==> src/rtl/ps2_kbd_pkg.sv <==
// Shared scancode constants, prefix states and fill default for the PS/2 line editor.
// The shifted-digit helper is used only when KBD_SHIFT_EN is defined.
package ps2_kbd_pkg;

  localparam logic [7:0] SC_BRK    = 8'hF0;
  localparam logic [7:0] SC_EXT    = 8'hE0;
  localparam logic [7:0] SC_BKSP   = 8'h66;
  localparam logic [7:0] SC_ENTER  = 8'h5A;
  localparam logic [7:0] SC_ESC    = 8'h76;
  localparam logic [7:0] SC_LSHIFT = 8'h12;
  localparam logic [7:0] SC_RSHIFT = 8'h59;

  localparam logic [7:0] FILL_DEF  = 8'h20;

  typedef enum logic [1:0] {
    IDLE,
    BRK,
    EXT,
    EXT_BRK
  } pfx_e;

  function automatic logic [7:0] shift_digit(
    input logic [7:0] d
  );
    logic [7:0] r;
    r = d;
    case (d)
      8'h31:   r = 8'h21;
      8'h32:   r = 8'h40;
      8'h33:   r = 8'h23;
      8'h34:   r = 8'h24;
      8'h35:   r = 8'h25;
      8'h36:   r = 8'h5E;
      8'h37:   r = 8'h26;
      8'h38:   r = 8'h2A;
      8'h39:   r = 8'h28;
      8'h30:   r = 8'h29;
      default: r = d;
    endcase
    return r;
  endfunction

endpackage

==> src/rtl/ps2_scan_to_ascii.sv <==
// Combinational scancode-set-2 to ASCII lookup.
// KBD_SHIFT_EN selects lowercase/uppercase letters and shifted digit symbols.
module ps2_scan_to_ascii
  import ps2_kbd_pkg::*;
(
  input  logic [7:0] code,
  input  logic       shift,
  output logic       hit,
  output logic [7:0] ascii
);

  logic [7:0] base;
  logic       is_letter;
  logic       is_digit;

  always_comb begin
    hit  = 1'b1;
    base = 8'h00;
    case (code)
      8'h1C: base = 8'h41;
      8'h32: base = 8'h42;
      8'h21: base = 8'h43;
      8'h23: base = 8'h44;
      8'h24: base = 8'h45;
      8'h2B: base = 8'h46;
      8'h34: base = 8'h47;
      8'h33: base = 8'h48;
      8'h43: base = 8'h49;
      8'h3B: base = 8'h4A;
      8'h42: base = 8'h4B;
      8'h4B: base = 8'h4C;
      8'h3A: base = 8'h4D;
      8'h31: base = 8'h4E;
      8'h44: base = 8'h4F;
      8'h4D: base = 8'h50;
      8'h15: base = 8'h51;
      8'h2D: base = 8'h52;
      8'h1B: base = 8'h53;
      8'h2C: base = 8'h54;
      8'h3C: base = 8'h55;
      8'h2A: base = 8'h56;
      8'h1D: base = 8'h57;
      8'h22: base = 8'h58;
      8'h35: base = 8'h59;
      8'h1A: base = 8'h5A;
      8'h45: base = 8'h30;
      8'h16: base = 8'h31;
      8'h1E: base = 8'h32;
      8'h26: base = 8'h33;
      8'h25: base = 8'h34;
      8'h2E: base = 8'h35;
      8'h36: base = 8'h36;
      8'h3D: base = 8'h37;
      8'h3E: base = 8'h38;
      8'h46: base = 8'h39;
      8'h29: base = 8'h20;
      default: hit = 1'b0;
    endcase
  end

  assign is_letter = (base >= 8'h41) && (base <= 8'h5A);
  assign is_digit  = (base >= 8'h30) && (base <= 8'h39);

`ifdef KBD_SHIFT_EN
  always_comb begin
    ascii = base;
    if (is_letter && !shift)
      ascii = base | 8'h20;
    else if (is_digit && shift)
      ascii = shift_digit(base);
  end
`else
  logic unused_sel;
  assign unused_sel = shift ^ is_letter ^ is_digit;
  assign ascii      = base;
`endif

endmodule

==> src/rtl/ps2_line_buffer.sv <==
// PS/2 set-2 line editor: prefix FSM, live line buffer, Enter capture.
// Define KBD_SHIFT_EN to track shift and produce lowercase/shifted symbols.
module ps2_line_buffer
  import ps2_kbd_pkg::*;
#(
  parameter  int         CHARS = 16,
  parameter  logic [7:0] FILL  = FILL_DEF,
  localparam int         LW    = $clog2(CHARS + 1)
) (
  input  logic                 clk,
  input  logic                 rst,
  input  logic                 valid,
  input  logic [7:0]           data,
  output logic [8*CHARS-1:0]   out_data,
  output logic [LW-1:0]        len,
  output logic                 full,
  output logic [8*CHARS-1:0]   line_out,
  output logic                 line_done
);

  localparam int W = 8 * CHARS;
  localparam logic [LW-1:0] LEN_MAX = LW'(CHARS);
  localparam logic [W-1:0]  BLANK   = {CHARS{FILL}};

  pfx_e           state_q, state_d;
  logic [W-1:0]   line_q, line_d;
  logic [W-1:0]   lo_q, lo_d;
  logic [LW-1:0]  len_q, len_d;
  logic           full_q, full_d;
  logic           done_q, done_d;
  logic           shift_q;
  logic           hit;
  logic [7:0]     ascii;

`ifdef KBD_SHIFT_EN
  logic shift_d;
  logic is_shift;
  assign is_shift = (data == SC_LSHIFT) || (data == SC_RSHIFT);
`else
  assign shift_q = 1'b0;
`endif

  ps2_scan_to_ascii u_lut (
    .code  (data),
    .shift (shift_q),
    .hit   (hit),
    .ascii (ascii)
  );

  always_comb begin
    state_d = state_q;
    line_d  = line_q;
    lo_d    = lo_q;
    len_d   = len_q;
    done_d  = 1'b0;
`ifdef KBD_SHIFT_EN
    shift_d = shift_q;
`endif
    if (valid) begin
      unique case (1'b1)
        data == SC_EXT: state_d = EXT;
        data == SC_BRK:
          state_d = (state_q == EXT) ? EXT_BRK : BRK;
        default: begin
          state_d = IDLE;
          unique case (state_q)
            IDLE: begin
              unique case (1'b1)
                data == SC_BKSP: begin
                  if (len_q != '0) begin
                    line_d = {FILL, line_q[W-1:8]};
                    len_d  = len_q - 1'b1;
                  end
                end
                data == SC_ESC: begin
                  line_d = BLANK;
                  len_d  = '0;
                end
                data == SC_ENTER: begin
                  lo_d   = line_q;
                  done_d = 1'b1;
                  line_d = BLANK;
                  len_d  = '0;
                end
`ifdef KBD_SHIFT_EN
                is_shift: shift_d = 1'b1;
`endif
                hit: begin
                  if (!full_q) begin
                    line_d = {line_q[W-9:0], ascii};
                    len_d  = len_q + 1'b1;
                  end
                end
                default: ;
              endcase
            end
            BRK: begin
`ifdef KBD_SHIFT_EN
              if (is_shift)
                shift_d = 1'b0;
`endif
            end
            default: ;
          endcase
        end
      endcase
    end
    full_d = (len_d == LEN_MAX);
  end

  always_ff @(posedge clk or posedge rst) begin
    if (rst) begin
      state_q <= IDLE;
      line_q  <= BLANK;
      lo_q    <= BLANK;
      len_q   <= '0;
      full_q  <= 1'b0;
      done_q  <= 1'b0;
    end else begin
      state_q <= state_d;
      line_q  <= line_d;
      lo_q    <= lo_d;
      len_q   <= len_d;
      full_q  <= full_d;
      done_q  <= done_d;
    end
  end

`ifdef KBD_SHIFT_EN
  always_ff @(posedge clk or posedge rst) begin
    if (rst)
      shift_q <= 1'b0;
    else
      shift_q <= shift_d;
  end
`endif

  assign out_data  = line_q;
  assign len       = len_q;
  assign full      = full_q;
  assign line_out  = lo_q;
  assign line_done = done_q;

endmodule

==> config.mk <==
export PLATFORM = sky130hd
export DESIGN_NAME = ps2_line_buffer
export DESIGN_NICKNAME = d
export VERILOG_FILES = /design/src/rtl/ps2_kbd_pkg.sv /design/src/rtl/ps2_scan_to_ascii.sv /design/src/rtl/ps2_line_buffer.sv
export SDC_FILE = /design/constraint.sdc
export NUM_CORES = 1
export LEC_CHECK = 0
export CORE_MARGIN = 2
export CORE_UTILIZATION = 51
export CTS_CLUSTER_DIAMETER = 80
export DETAILED_ROUTE_END_ITERATION = 6
export GPL_TIMING_DRIVEN = 0
export PLACE_DENSITY = 0.8
export REMOVE_ABC_BUFFERS = 1
export SYNTH_ARGS = -nofsm -noshare
export SYNTH_HDL_FRONTEND = slang
export SYNTH_HIERARCHICAL = 1
export SYNTH_SLANG_ARGS = --single-unit
==> constraint.sdc <==
create_clock -name clk -period 10.95 [get_ports clk]
set_input_delay 1.095 -clock clk [delete_from_list [all_inputs] [get_ports clk]]
set_output_delay 1.095 -clock clk [all_outputs]
set_load 0.01 [all_outputs]
==> flow_summary.ini <==
[clocking]
cts_root_buf = clkbuf_16
post-cts-setup-buffers = 0
clkLatencyLatePin_ps = 550
clock_sinks = 265
cts_max_path_buffers = 3
cts_buffers = 28
clk_pin_slew_ps = 60
tritoncts = yes
hold_buffers = 0
cts_resized = 0
h-tree-depth = 1

[pwr]
ir_drop_uv = 171
p_seq_share_pct = 45.2
p_leak_nw = 7.21
netSwitchingPower_mw = 0.590
intPower_mw = 1.77
total_power_mw = 2.36
clockPowerShare_pct = 43.3
p_comb_share_pct = 11.5
p_per_area_nw_per_um2 = 140
p_sw_share_pct = 25.0

[floorplanning]
die_w_um = 162
core_um2 = 24500
fp.dieH_um = 162
dieArea_um2 = 26300
ios = 274
rows = 57
initial_core_util_pct = 52.2

[placed_design]
place_hpwl_um = 21100
place_congestion = 0.887
pre_cts_slack_ps = 5210
io_buffers = 273
place_area_um2 = 15800

[setup_path]
reg2reg_to = line_out[83]$_DFFE_PP0P_
crit_path_end_kind = register
reg2reg_from = state_q[0]$_DFFE_PP0P_
r2r_cells = 10
slowest_stage = clkdlybuf4s50_1
crit_start = data[0]
path_class = in2reg
crit_top_cell = buf_12
crit_path_start_kind = input pin
reg2reg_slack_ps = 7660
slowest_delay_ps = 930
worstPathMaxFanout = 42
crit_chain = clkdlybuf4s50_1 > nand3b_1 > o32ai_1 > nor2b_1 > a311oi_1 > nand4b_1 > buf_6 > o211ai_4 > buf_12 > buf_12 > buf_16 > nand2_1 > o21ai_0
crit_required_ps = 11410
cp.arrival_ps = 5750

[grt]
grt_overflow = 0
grt_max_degree = 117
antenna_found_initial = 0
grt_pass1_wl_um = 53200
grt_pass1_vias = 9884
grt_usage_pct = 24.3

[synth]
syn_inst = 1196
synth_area_um2 = 12800
syn_area_per_cell_um2 = 10.7
yosysWarnings = 6

[sta]
finalHoldViolations = 0
fin_ws_ps = 5650
maxSlewViolCount = 0
rsz0062_at_grt = false
max_freq_mhz = 189
relSlewSlack_pct = 28.8
skew_ps = 18.8
fin_crit_ps = 5300
hold_slack_ps = 483
setup_violations = 0
fin_crit_sh_pct = 48.4
worstMarginPinSlew_ps = 1070

[min_path]
hold_class = reg2reg
hold_path.startpoint = line_out[110]$_DFFE_PP0P_
holdPathEnd = line_out[110]$_DFFE_PP0P_
hold-path-cell-count = 1

[layout]
final-seq-area_um2 = 6670
finish.instance_area_um2 = 16900
drive_above_1_share_pct = 17.2
area_delta_synth_final_pct = 32.0
num-fill-cells = 1752
layout.nets = 1439
multi_input_area_um2 = 5490
antenna_cells = 0

[run_status]
outcome = finished, final reports clean

[route]
finalWirelength_um = 31900
ant_nets = 0
drt_iter0_drc = 829
route.detailed.drc = 0
wire_per_inst_um = 18.0
drtPass1Iterations = 5
vias = 10100
viasPerCell = 5.70

[flow_run]
maxCapViolCount = 0
## sequential cells by signal (all words and copies together) (netlist names)
| signal | count |
|---|---|
| state_q | 2 |
| full | 1 |
| line_out | 128 |
| len | 5 |
| line_done | 1 |
| out_data | 128 |
## worst max path at each step
stage               cells after the start                         to  slack, ps
finish                                 13  out_data[127]$_DFFE_PP0P_       5650
global route                           13   out_data[67]$_DFFE_PP0P_       5320
CTS                                    13  out_data[127]$_DFFE_PP0P_       5770
detailed placement                     12   out_data[73]$_DFFE_PP0P_       5210
global placement                        5   line_out[42]$_DFFE_PP0P_      -6500
floorplan                               4  line_out[101]$_DFFE_PP1P_       -600
## final cells by class
type	instances	area share (%)
Clock buffer	38	4.91
Clock inverter	14	1.20
Inverter	11	0.304
Multi-Input combinational cell	818	32.6
Sequential cell	265	39.6
Tap cell	324	2.40
Timing Repair Buffer	302	19.1
## cell usage in the layout (no fill, tap or decap), drive strengths merged, types with 9 or more instances in the layout
master / instances
buf: 29
inv: 12
and2: 107
a31oi: 106
a21o: 19
nand3: 9
a21oi: 26
o21ai: 130
mux2i: 18
nor2: 15
nand2: 137
clkbuf: 38
nand2b: 15
clkdlybuf4s50: 273
mux2: 129
dfstp: 32
nor3: 9
dfrtp: 233
## worst max-delay path, delay by kind of cell
| kind | cells | cell delay (ps) |
|---|---|---|
| buf+inv | 5 | 1970 |
| compound gates | 4 | 1320 |
| simple gates | 4 | 1300 |
## layer usage
layer	vias to the layer above	global-route usage (%)	share of wire, %
met2	366	39.4	48
met5	-	0	0
met1	4972	34.2	43
met3	41	5.13	7.1
li1	4713	-	-
met4	0	4.71	1.8
## stage by stage
step / instances / TNS [ps] / util, %
3_3_place_gp: 1691 / -1751060 / 62.6
4_1_cts: 1772 / 0 / 68.9
5_1_grt: 1772 / 0 / 68.9
2_1_floorplan: 1094 / -72260 / -
3_5_place_dp: 1720 / 0 / 64.7
6_report: 1772 / 0 / 68.9
## power groups by stage
| stage | clock, mW | combinational [mW] | sequential (mW) |
|---|---|---|---|
| after floorplan | 0 | 0.140 | 1.08 |
| after global placement | 0 | 0.250 | 1.08 |
| after detailed placement | 0 | 0.271 | 1.08 |
| after CTS | 1.04 | 0.272 | 1.07 |
| after global routing | 1.08 | 0.299 | 1.07 |
| final | 1.02 | 0.271 | 1.07 |
No activity file was read; power rests on OpenSTA's default activity.
